==> config.mk <==
export PLATFORM = sky130hd
export DESIGN_NAME = mm_step_scheduler
export DESIGN_NICKNAME = d
export VERILOG_FILES = /design/src/rtl/mm_step_scheduler.sv
export SDC_FILE = /design/constraint.sdc
export NUM_CORES = 1
export LEC_CHECK = 0
export ABC_CLOCK_PERIOD_IN_PS = 2200
export CAP_MARGIN = 20
export CORE_ASPECT_RATIO = 0.7
export CORE_UTILIZATION = 33
export CTS_CLUSTER_SIZE = 24
export DETAILED_ROUTE_END_ITERATION = 7
export SYNTH_ARGS = -nofsm -noshare
export SYNTH_HDL_FRONTEND = slang
export SYNTH_SLANG_ARGS = --single-unit
==> constraint.sdc <==
create_clock -name clock_16mhz -period 2.2 [get_ports clock_16mhz]
set_input_delay 0.44 -clock clock_16mhz [delete_from_list [all_inputs] [get_ports clock_16mhz]]
set_output_delay 0.44 -clock clock_16mhz [all_outputs]
set_load 0.02 [all_outputs]
==> src/rtl/mm_step_scheduler.sv <==
// Step scheduler for one fiber-positioner channel: shares a single microsecond
// throttle between the theta and phi step generators, one throttle period per
// step, interleaving the two motors round-robin until both counts are spent.
module mm_step_scheduler #(
    parameter int unsigned REG_W = 16,
    parameter int unsigned CNT_W = 16
) (
    input  logic             clock_16mhz,
    input  logic             reset,
    input  logic             cmd_valid,
    output logic             cmd_ready,
    input  logic [CNT_W-1:0] cmd_theta_steps,
    input  logic [CNT_W-1:0] cmd_phi_steps,
    input  logic [REG_W-1:0] cmd_step_len,
    input  logic             abort,
    output logic             thr_start,
    output logic [REG_W-1:0] thr_step_len,
    input  logic             thr_done,
    output logic             theta_step,
    output logic             phi_step,
    output logic             busy,
    output logic [CNT_W-1:0] theta_left,
    output logic [CNT_W-1:0] phi_left,
    output logic             move_done,
    output logic             aborted
);

    typedef enum logic [2:0] {
        S_IDLE   = 3'd0,
        S_SELECT = 3'd1,
        S_START  = 3'd2,
        S_ARM    = 3'd3,
        S_WAIT   = 3'd4,
        S_STEP   = 3'd5,
        S_FINISH = 3'd6
    } state_t;

    // Motor identifiers used by the round-robin pointer and the selection.
    localparam logic MOTOR_THETA = 1'b0;
    localparam logic MOTOR_PHI   = 1'b1;

    state_t             state_q,      state_d;
    logic [CNT_W-1:0]   theta_q,      theta_d;
    logic [CNT_W-1:0]   phi_q,        phi_d;
    logic [REG_W-1:0]   len_q,        len_d;
    logic               ptr_q,        ptr_d;
    logic               sel_q,        sel_d;
    logic               aborted_q,    aborted_d;
    logic               thr_start_q,  thr_start_d;
    logic               theta_step_q, theta_step_d;
    logic               phi_step_q,   phi_step_d;
    logic               move_done_q,  move_done_d;
    logic               cmd_ready_q,  cmd_ready_d;
    logic               busy_q,       busy_d;

    // Next-state and next-output computation; abort overrides the normal flow.
    always_comb begin
        state_d      = state_q;
        theta_d      = theta_q;
        phi_d        = phi_q;
        len_d        = len_q;
        ptr_d        = ptr_q;
        sel_d        = sel_q;
        aborted_d    = aborted_q;
        theta_step_d = 1'b0;
        phi_step_d   = 1'b0;
        move_done_d  = 1'b0;
        thr_start_d  = 1'b0;
        cmd_ready_d  = 1'b0;
        busy_d       = 1'b0;

        case (state_q)
            S_IDLE: begin
                if (cmd_valid) begin
                    theta_d   = cmd_theta_steps;
                    phi_d     = cmd_phi_steps;
                    len_d     = cmd_step_len;
                    aborted_d = 1'b0;
                    ptr_d     = MOTOR_THETA;
                    state_d   = S_SELECT;
                end
            end
            S_SELECT: begin
                if ((theta_q == '0) && (phi_q == '0)) begin
                    state_d = S_FINISH;
                end else begin
                    // Prefer the pointer motor; fall back to the other one.
                    if (ptr_q == MOTOR_THETA) begin
                        sel_d = (theta_q != '0) ? MOTOR_THETA : MOTOR_PHI;
                    end else begin
                        sel_d = (phi_q != '0) ? MOTOR_PHI : MOTOR_THETA;
                    end
                    state_d = S_START;
                end
            end
            S_START: begin
                state_d = S_ARM;
            end
            S_ARM: begin
                // thr_done is still the stale value from before the load here.
                state_d = S_WAIT;
            end
            S_WAIT: begin
                if (thr_done) begin
                    state_d = S_STEP;
                end
            end
            S_STEP: begin
                if (sel_q == MOTOR_THETA) begin
                    theta_step_d = 1'b1;
                    if (theta_q != '0) begin
                        theta_d = theta_q - CNT_W'(1);
                    end
                end else begin
                    phi_step_d = 1'b1;
                    if (phi_q != '0) begin
                        phi_d = phi_q - CNT_W'(1);
                    end
                end
                ptr_d   = ~sel_q;
                state_d = S_SELECT;
            end
            S_FINISH: begin
                state_d = S_IDLE;
            end
            default: begin
                state_d = S_IDLE;
            end
        endcase

        move_done_d = (state_d == S_FINISH);

        // Abort kills the move from any active state, including FINISH.
        if (abort && (state_q != S_IDLE)) begin
            state_d      = S_IDLE;
            theta_d      = '0;
            phi_d        = '0;
            theta_step_d = 1'b0;
            phi_step_d   = 1'b0;
            aborted_d    = 1'b1;
            move_done_d  = 1'b1;
        end

        thr_start_d = (state_d == S_START);
        cmd_ready_d = (state_d == S_IDLE);
        busy_d      = (state_d != S_IDLE);
    end

    // State and output registers.
    always_ff @(posedge clock_16mhz or posedge reset) begin
        if (reset) begin
            state_q      <= S_IDLE;
            theta_q      <= '0;
            phi_q        <= '0;
            len_q        <= '0;
            ptr_q        <= MOTOR_THETA;
            sel_q        <= MOTOR_THETA;
            aborted_q    <= 1'b0;
            thr_start_q  <= 1'b0;
            theta_step_q <= 1'b0;
            phi_step_q   <= 1'b0;
            move_done_q  <= 1'b0;
            cmd_ready_q  <= 1'b1;
            busy_q       <= 1'b0;
        end else begin
            state_q      <= state_d;
            theta_q      <= theta_d;
            phi_q        <= phi_d;
            len_q        <= len_d;
            ptr_q        <= ptr_d;
            sel_q        <= sel_d;
            aborted_q    <= aborted_d;
            thr_start_q  <= thr_start_d;
            theta_step_q <= theta_step_d;
            phi_step_q   <= phi_step_d;
            move_done_q  <= move_done_d;
            cmd_ready_q  <= cmd_ready_d;
            busy_q       <= busy_d;
        end
    end

    assign cmd_ready    = cmd_ready_q;
    assign thr_start    = thr_start_q;
    assign thr_step_len = len_q;
    assign theta_step   = theta_step_q;
    assign phi_step     = phi_step_q;
    assign busy         = busy_q;
    assign theta_left   = theta_q;
    assign phi_left     = phi_q;
    assign move_done    = move_done_q;
    assign aborted      = aborted_q;

endmodule

==> Word level (Yosys, flattened, before mapping) <==
Cells that the tools add are included.
{ "classes": {"reduce_logical": 20, "addsub": 2, "muxes": 29, "n_eq_ne": 13, "bitwise": 2} }
{ "op_table": {"columns": ["cell", "count"], "rows": [
  ["2-to-1 mux 16 bit", 8],
  ["case mux 16 bit (2 select lines)", 2],
  ["logical NOT 16 bit", 2],
  ["nonzero test 16 bit", 2],
  ["subtractor 16 x 1 -> 16 bit (second input constant)", 2],
  ["case mux 3 bit (6 select lines)", 1],
  ["!= test 3 bit (second input constant)", 5],
  ["2-to-1 mux 1 bit", 13],
  ["2-to-1 mux 3 bit", 4],
  ["equality test 3 x 2 -> 1 bit (second input constant)", 3],
  ["equality test 3 bit (second input constant)", 3],
  ["nonzero test 3 bit", 3],
  ["AND reduction 2 bit", 4],
  ["AND reduction 4 bit", 2],
  ["logical NOT 3 bit", 2],
  ["nonzero test 2 bit", 3],
  ["equality test 3 x 1 -> 1 bit (second input constant)", 1],
  ["logical AND 1 bit", 2],
  ["!= test 2 bit (second input constant)", 1],
  ["inverter 1 bit", 2],
  ["case mux 1 bit (2 select lines)", 1]
]} }
{ "word_totals": {"regBits": 60, "input_bits": 53, "output_inout_bits": 55} }

==> Logic depth before layout (Yosys ltp) <==
{ "logic_depth": {"word_depth": 6, "mapped_depth": 8, "mapped_depth_nobuf": 7} }

==> Worst setup path before layout <==
Ideal clock, no wire load.
{ "synth_timing": {"path_type": "register -> register", "start": "register phi_q[8] (netlist: phi_left[8])", "end": "register phi_q[12] (netlist: phi_left[12])", "period_less_slack_ns": 2.254, "path_buffers": 2, "t_required_ns": 2.078, "setup_time_ns": 0.122, "setup_slack_ns": -0.054, "stages_incl_launch_ff": 8, "arrival_ns": 2.133, "path_cell_list": "dfrtp_1 or4_4 or2_1 buf_6 or2_1 buf_6 a21o_1 a32o_1"} }
{ "synth_between": {"elab_chain_len": 5, "word_cells_on_any_way": 8} }
{ "synth_rtl": {"columns": ["element", "line", "source"], "rows": [
  ["from (decl)", "44", "logic [CNT_W-1:0] phi_q, phi_d;"],
  ["from (signal assigned)", "168", "phi_q <= phi_d;"],
  ["subtractor 16 x 1 -> 16 bit", "117", "phi_d = phi_q - CNT_W'(1);"],
  ["2-to-1 mux 16 bit", "116", "if (phi_q != '0) begin"],
  ["2-to-1 mux 16 bit", "109", "if (sel_q == MOTOR_THETA) begin"],
  ["case mux 16 bit (2 select lines)", "72", "case (state_q)"],
  ["2-to-1 mux 16 bit", "134", "if (abort && (state_q != S_IDLE)) begin"]
]} }
Several ways; a longest one is shown, not always the timed one. The select of a mux whose other input is x is not followed.
A chain may end at the register's enable or synchronous reset.

==> Worst setup path after layout <==
{ "layout_timing": {"start": "register phi_q[8] (netlist: phi_left[8])", "end": "register state_q[2]"} }
{ "layout_between": {"elab_chain_len": 5} }
{ "layout_rtl": {"columns": ["element", "line", "source"], "rows": [
  ["logical NOT 16 bit", "84", "if ((theta_q == '0) && (phi_q == '0)) begin"],
  ["logical AND 1 bit", "84", null],
  ["2-to-1 mux 3 bit", "84", null],
  ["case mux 3 bit (6 select lines)", "72", null],
  ["2-to-1 mux 3 bit", "134", null],
  ["net state_d[2]", "42", "state_t state_q, state_d;"],
  ["to (signal assigned)", "166", "state_q <= state_d;"],
  ["to (decl)", "42", null]
]} }
The timed path passes the listed nets, and every way through them passes these cells.

==> summary.md <==
| Metric | Value |
|---|---|
| Core area | between 0.009 and 0.01 mm² |
| First-pass GRT wire length | roughly 17 mm |
| Top cell type's share of synthesized area | 0.442 |
| Slew headroom | 0.680 |
| Vias in the first global route | approximately 3300 |
| Post-synth ARST share | 1.00 |
| Post-Synth Simple-Gate Area | 0.248 |
| Worst slew pin tran | 0.476 ns |
| Routed len/inst | 16.0 µm |
| Clock buffer count from CTS | 9 |
| Clock skew | roughly 0.0039 ns |
| Final wirelength | 10.8 mm |
| P&R area growth vs syn | 59.0% |
| H-tree depth | 3 |
| CTS tree | built |
| Largest fanout on the critical path | 8 |
| DRT antenna net count | 0 |
| Max Clk Rate | around 470 MHz |
| RSZ-0062 raised after global routing | yes |
| Area of the multi-input gates | 0.00175 mm² |
| Clock Tree Buf Depth | 2 |
| Fin. Hold Viols | 0 |
| Synth Area in Compound Gates | 0.231 |
| Yosys top cell by area | dfrtp_1 |
| GP Congestion | 0.851 |
| Sink Count | 60 |
| Clk root buf | clkbuf_16 |
| Status | completed |
| Critical Path AT | 2.37 ns |
| Worst Path Required | between 2 and 2.5 ns |
| Layout cells sized above 1 | 0.182 |
| Synthesis Warnings | 0 |
| Startpoint types | flop |
| Largest net degree at the start of global routing | 31 |
| Dpl hpwl | approximately 7.9 mm |
| Leak | 2.25 nW |
| Adder-Cell Fraction of Synth Area | 0.0150 |
| CTS clock-pin slew for the worst setup and hold paths | roughly 0.06 ns |
| Endpoints failing setup | 0 |
| Row count | 30 |
| Register area | about 0.0015 mm² |
| Placed cell area | 0.00490 mm² |
| Cell area after layout | 0.00531 mm² |
| VDD IR-drop max | ~0.00072 V |
| Vias per cell | 5.28 |
| Syn Nets | ~440 |
| Full die area | about 0.011 mm² |
| I/O pin cnt | between 100 and 150 |
| Setup TNS | 0 ns |
| Syn Area/Cell | 8.64 µm² |
| Minimum clock period | around 2.1 ns |
| Total chip power | 0.00761 W |
| Nets@finish | between 500 and 600 |
| Gr ovfl total | 0 |
| Port Buffers | 107 |
| Synth unique cells | 53 |
| Number of fill cells | slightly below 900 |
| Die width | around 120 µm |
| Post-synthesis mux area share | 0.00900 |
| Clock Latency Late Sink | between 0.3 and 0.4 ns |
| Yosys reg bits | 60 |
| HP Class | input pin to async pin |
| Initial Util | 0.342 |
| Synth Area in XOR/XNOR | 0 |
| Post-synth EDFFs | 0 |
| Via count | about 3600 |
| Ys flop type | dfrtp_1 |
| Die Y | roughly 86 µm |
| Initial antenna violation count | 0 |
| ANT cells | 0 |
| Register area share after synthesis | 0.450 |
| Worst setup EP type | flop |
| Largest family of logic cells by synthesized area | simple AND/OR/NAND/NOR gates |
| Mapped Area | between 0.003 and 0.004 mm² |
| Top cells by area, synth | dfrtp_1 (44%), nand2_1 (7.9%), o21ai_0 (5.4%) |
| Final period util | 0.971 |
| Slew Viols, Final | 0 |
| Power Density | approximately 1400 mW/mm² |
| Cell Count, Final, Fillers Out | between 600 and 700 |
| Placed Cells | roughly 650 |
| Critical path type | flop to flop |
| DRC | 0 |
| Max Cap Viol | 0 |
| Post-Synthesis Cells | ~390 |
| Drt pass-1 iters | 5 |
| Initial DRC Count | ~220 |
| Gr usage total | 0.216 |
## layer usage
layer	wire [µm]	track usage
met1	5490	0.331
met2	4450	0.302
met3	722	0.0459
met4	94	0.0588
met5	0	0
## cells by family after synthesis
family,Yosys count
and+or+nand+nor,170
DFF,60
adders and majority gates,4
muxes,3
buffers and inverters,33
AOI/OAI and AO/OA,116
## cell usage in the layout, fill, tap and decap left out, types with 5 or more instances in the layout
master / netlist / routed
a21oi_1: 25 / 25
buf_4: 0 / 58
clkbuf_16: 0 / 9
clkdlybuf4s50_1: 0 / 107
dfrtp_1: 59 / 57
inv_1: 10 / 8
nand2_1: 70 / 70
nor2_1: 32 / 32
nor3_1: 18 / 17
nor4_1: 11 / 11
o211ai_1: 6 / 6
o21ai_0: 36 / 34
o22ai_1: 6 / 6
o311ai_0: 7 / 5
o31ai_1: 6 / 6
## Yosys cell counts, drive strengths merged (4+ instances only)
library cell,number
nand2,70
dfrtp,59
o21ai,38
nor2,32
a21oi,26
nor3,18
clkbuf,13
nor4,12
buf,10
inv,10
o311ai,8
o211ai,6
o22ai,6
o31ai,6
or4,5
a22oi,4
a31oi,4
a32o,4
ha,4
nand2b,4
or3,4
## cell type report
class                   instances  area share
multi-input cells             293       0.330
repair buffers                166       0.288
flip-flops and latches         60       0.284
clock buffers                  10      0.0450
well taps                     128      0.0302
clock inverters                 6      0.0163
inverters                      10     0.00707
## worst paths after layout
path / slack [ns] / cells past startpoint / to / from
max: 0.06 / 5 / state_q[2] / phi_left[8]
min: 0.42 / 2 / phi_left[10] / reset
max reg2reg: 0.06 / 5 / state_q[2] / phi_left[8]
min reg2reg: 0.48 / 2 / thr_step_len[6] / thr_step_len[6]
max in group asynchronous: 1.21 / 3 / cmd_ready / reset
min in group clock_16mhz: 0.48 / 2 / thr_step_len[6] / thr_step_len[6]
## timing repair
action                                  CTS  global route
buffers inserted                          3             0
resized for setup                         3            13
pin swaps                                 1             0
hold buffers                              0             0
endpoints found under the setup margin   18            26
## through the flow
| stage | util | hold slack (ns) | setup slack, ns |
|---|---|---|---|
| global route | 0.544 | 0.449 | -0.0471 |
| global placement | 0.503 | 0.457 | -0.223 |
| finish | 0.544 | 0.423 | 0.0648 |
| floorplan | - | 0.483 | -0.0120 |
| CTS | 0.539 | 0.429 | 0.0125 |
| detailed placement | 0.503 | 0.465 | -0.240 |
## report_power, final
| group | total (W) | internal (W) | switching [W] |
|---|---|---|---|
| logic | 0.00410 | 0.00193 | 0.00217 |
| clock network | 0.00153 | 0.00102 | 0.000509 |
| registers | 0.00199 | 0.00157 | 0.000413 |
## worst max-delay path, stage by stage (launching register included)
cell	delay [ns]
dfrtp_2	0.40
or4_4	0.54
or2_4	0.31
nand3b_1	0.22
or3_4	0.38
a211oi_1	0.20
## registers in the layout (all words and copies together) (netlist names)
signal,cells
state_q,3
thr_start,1
ptr_q,1
thr_step_len,16
phi_left,16
move_done,1
cmd_ready,1
aborted,1
theta_left,16
sel_q,1
busy,1
phi_step,1
theta_step,1
(Power assumes the default switching activity.)
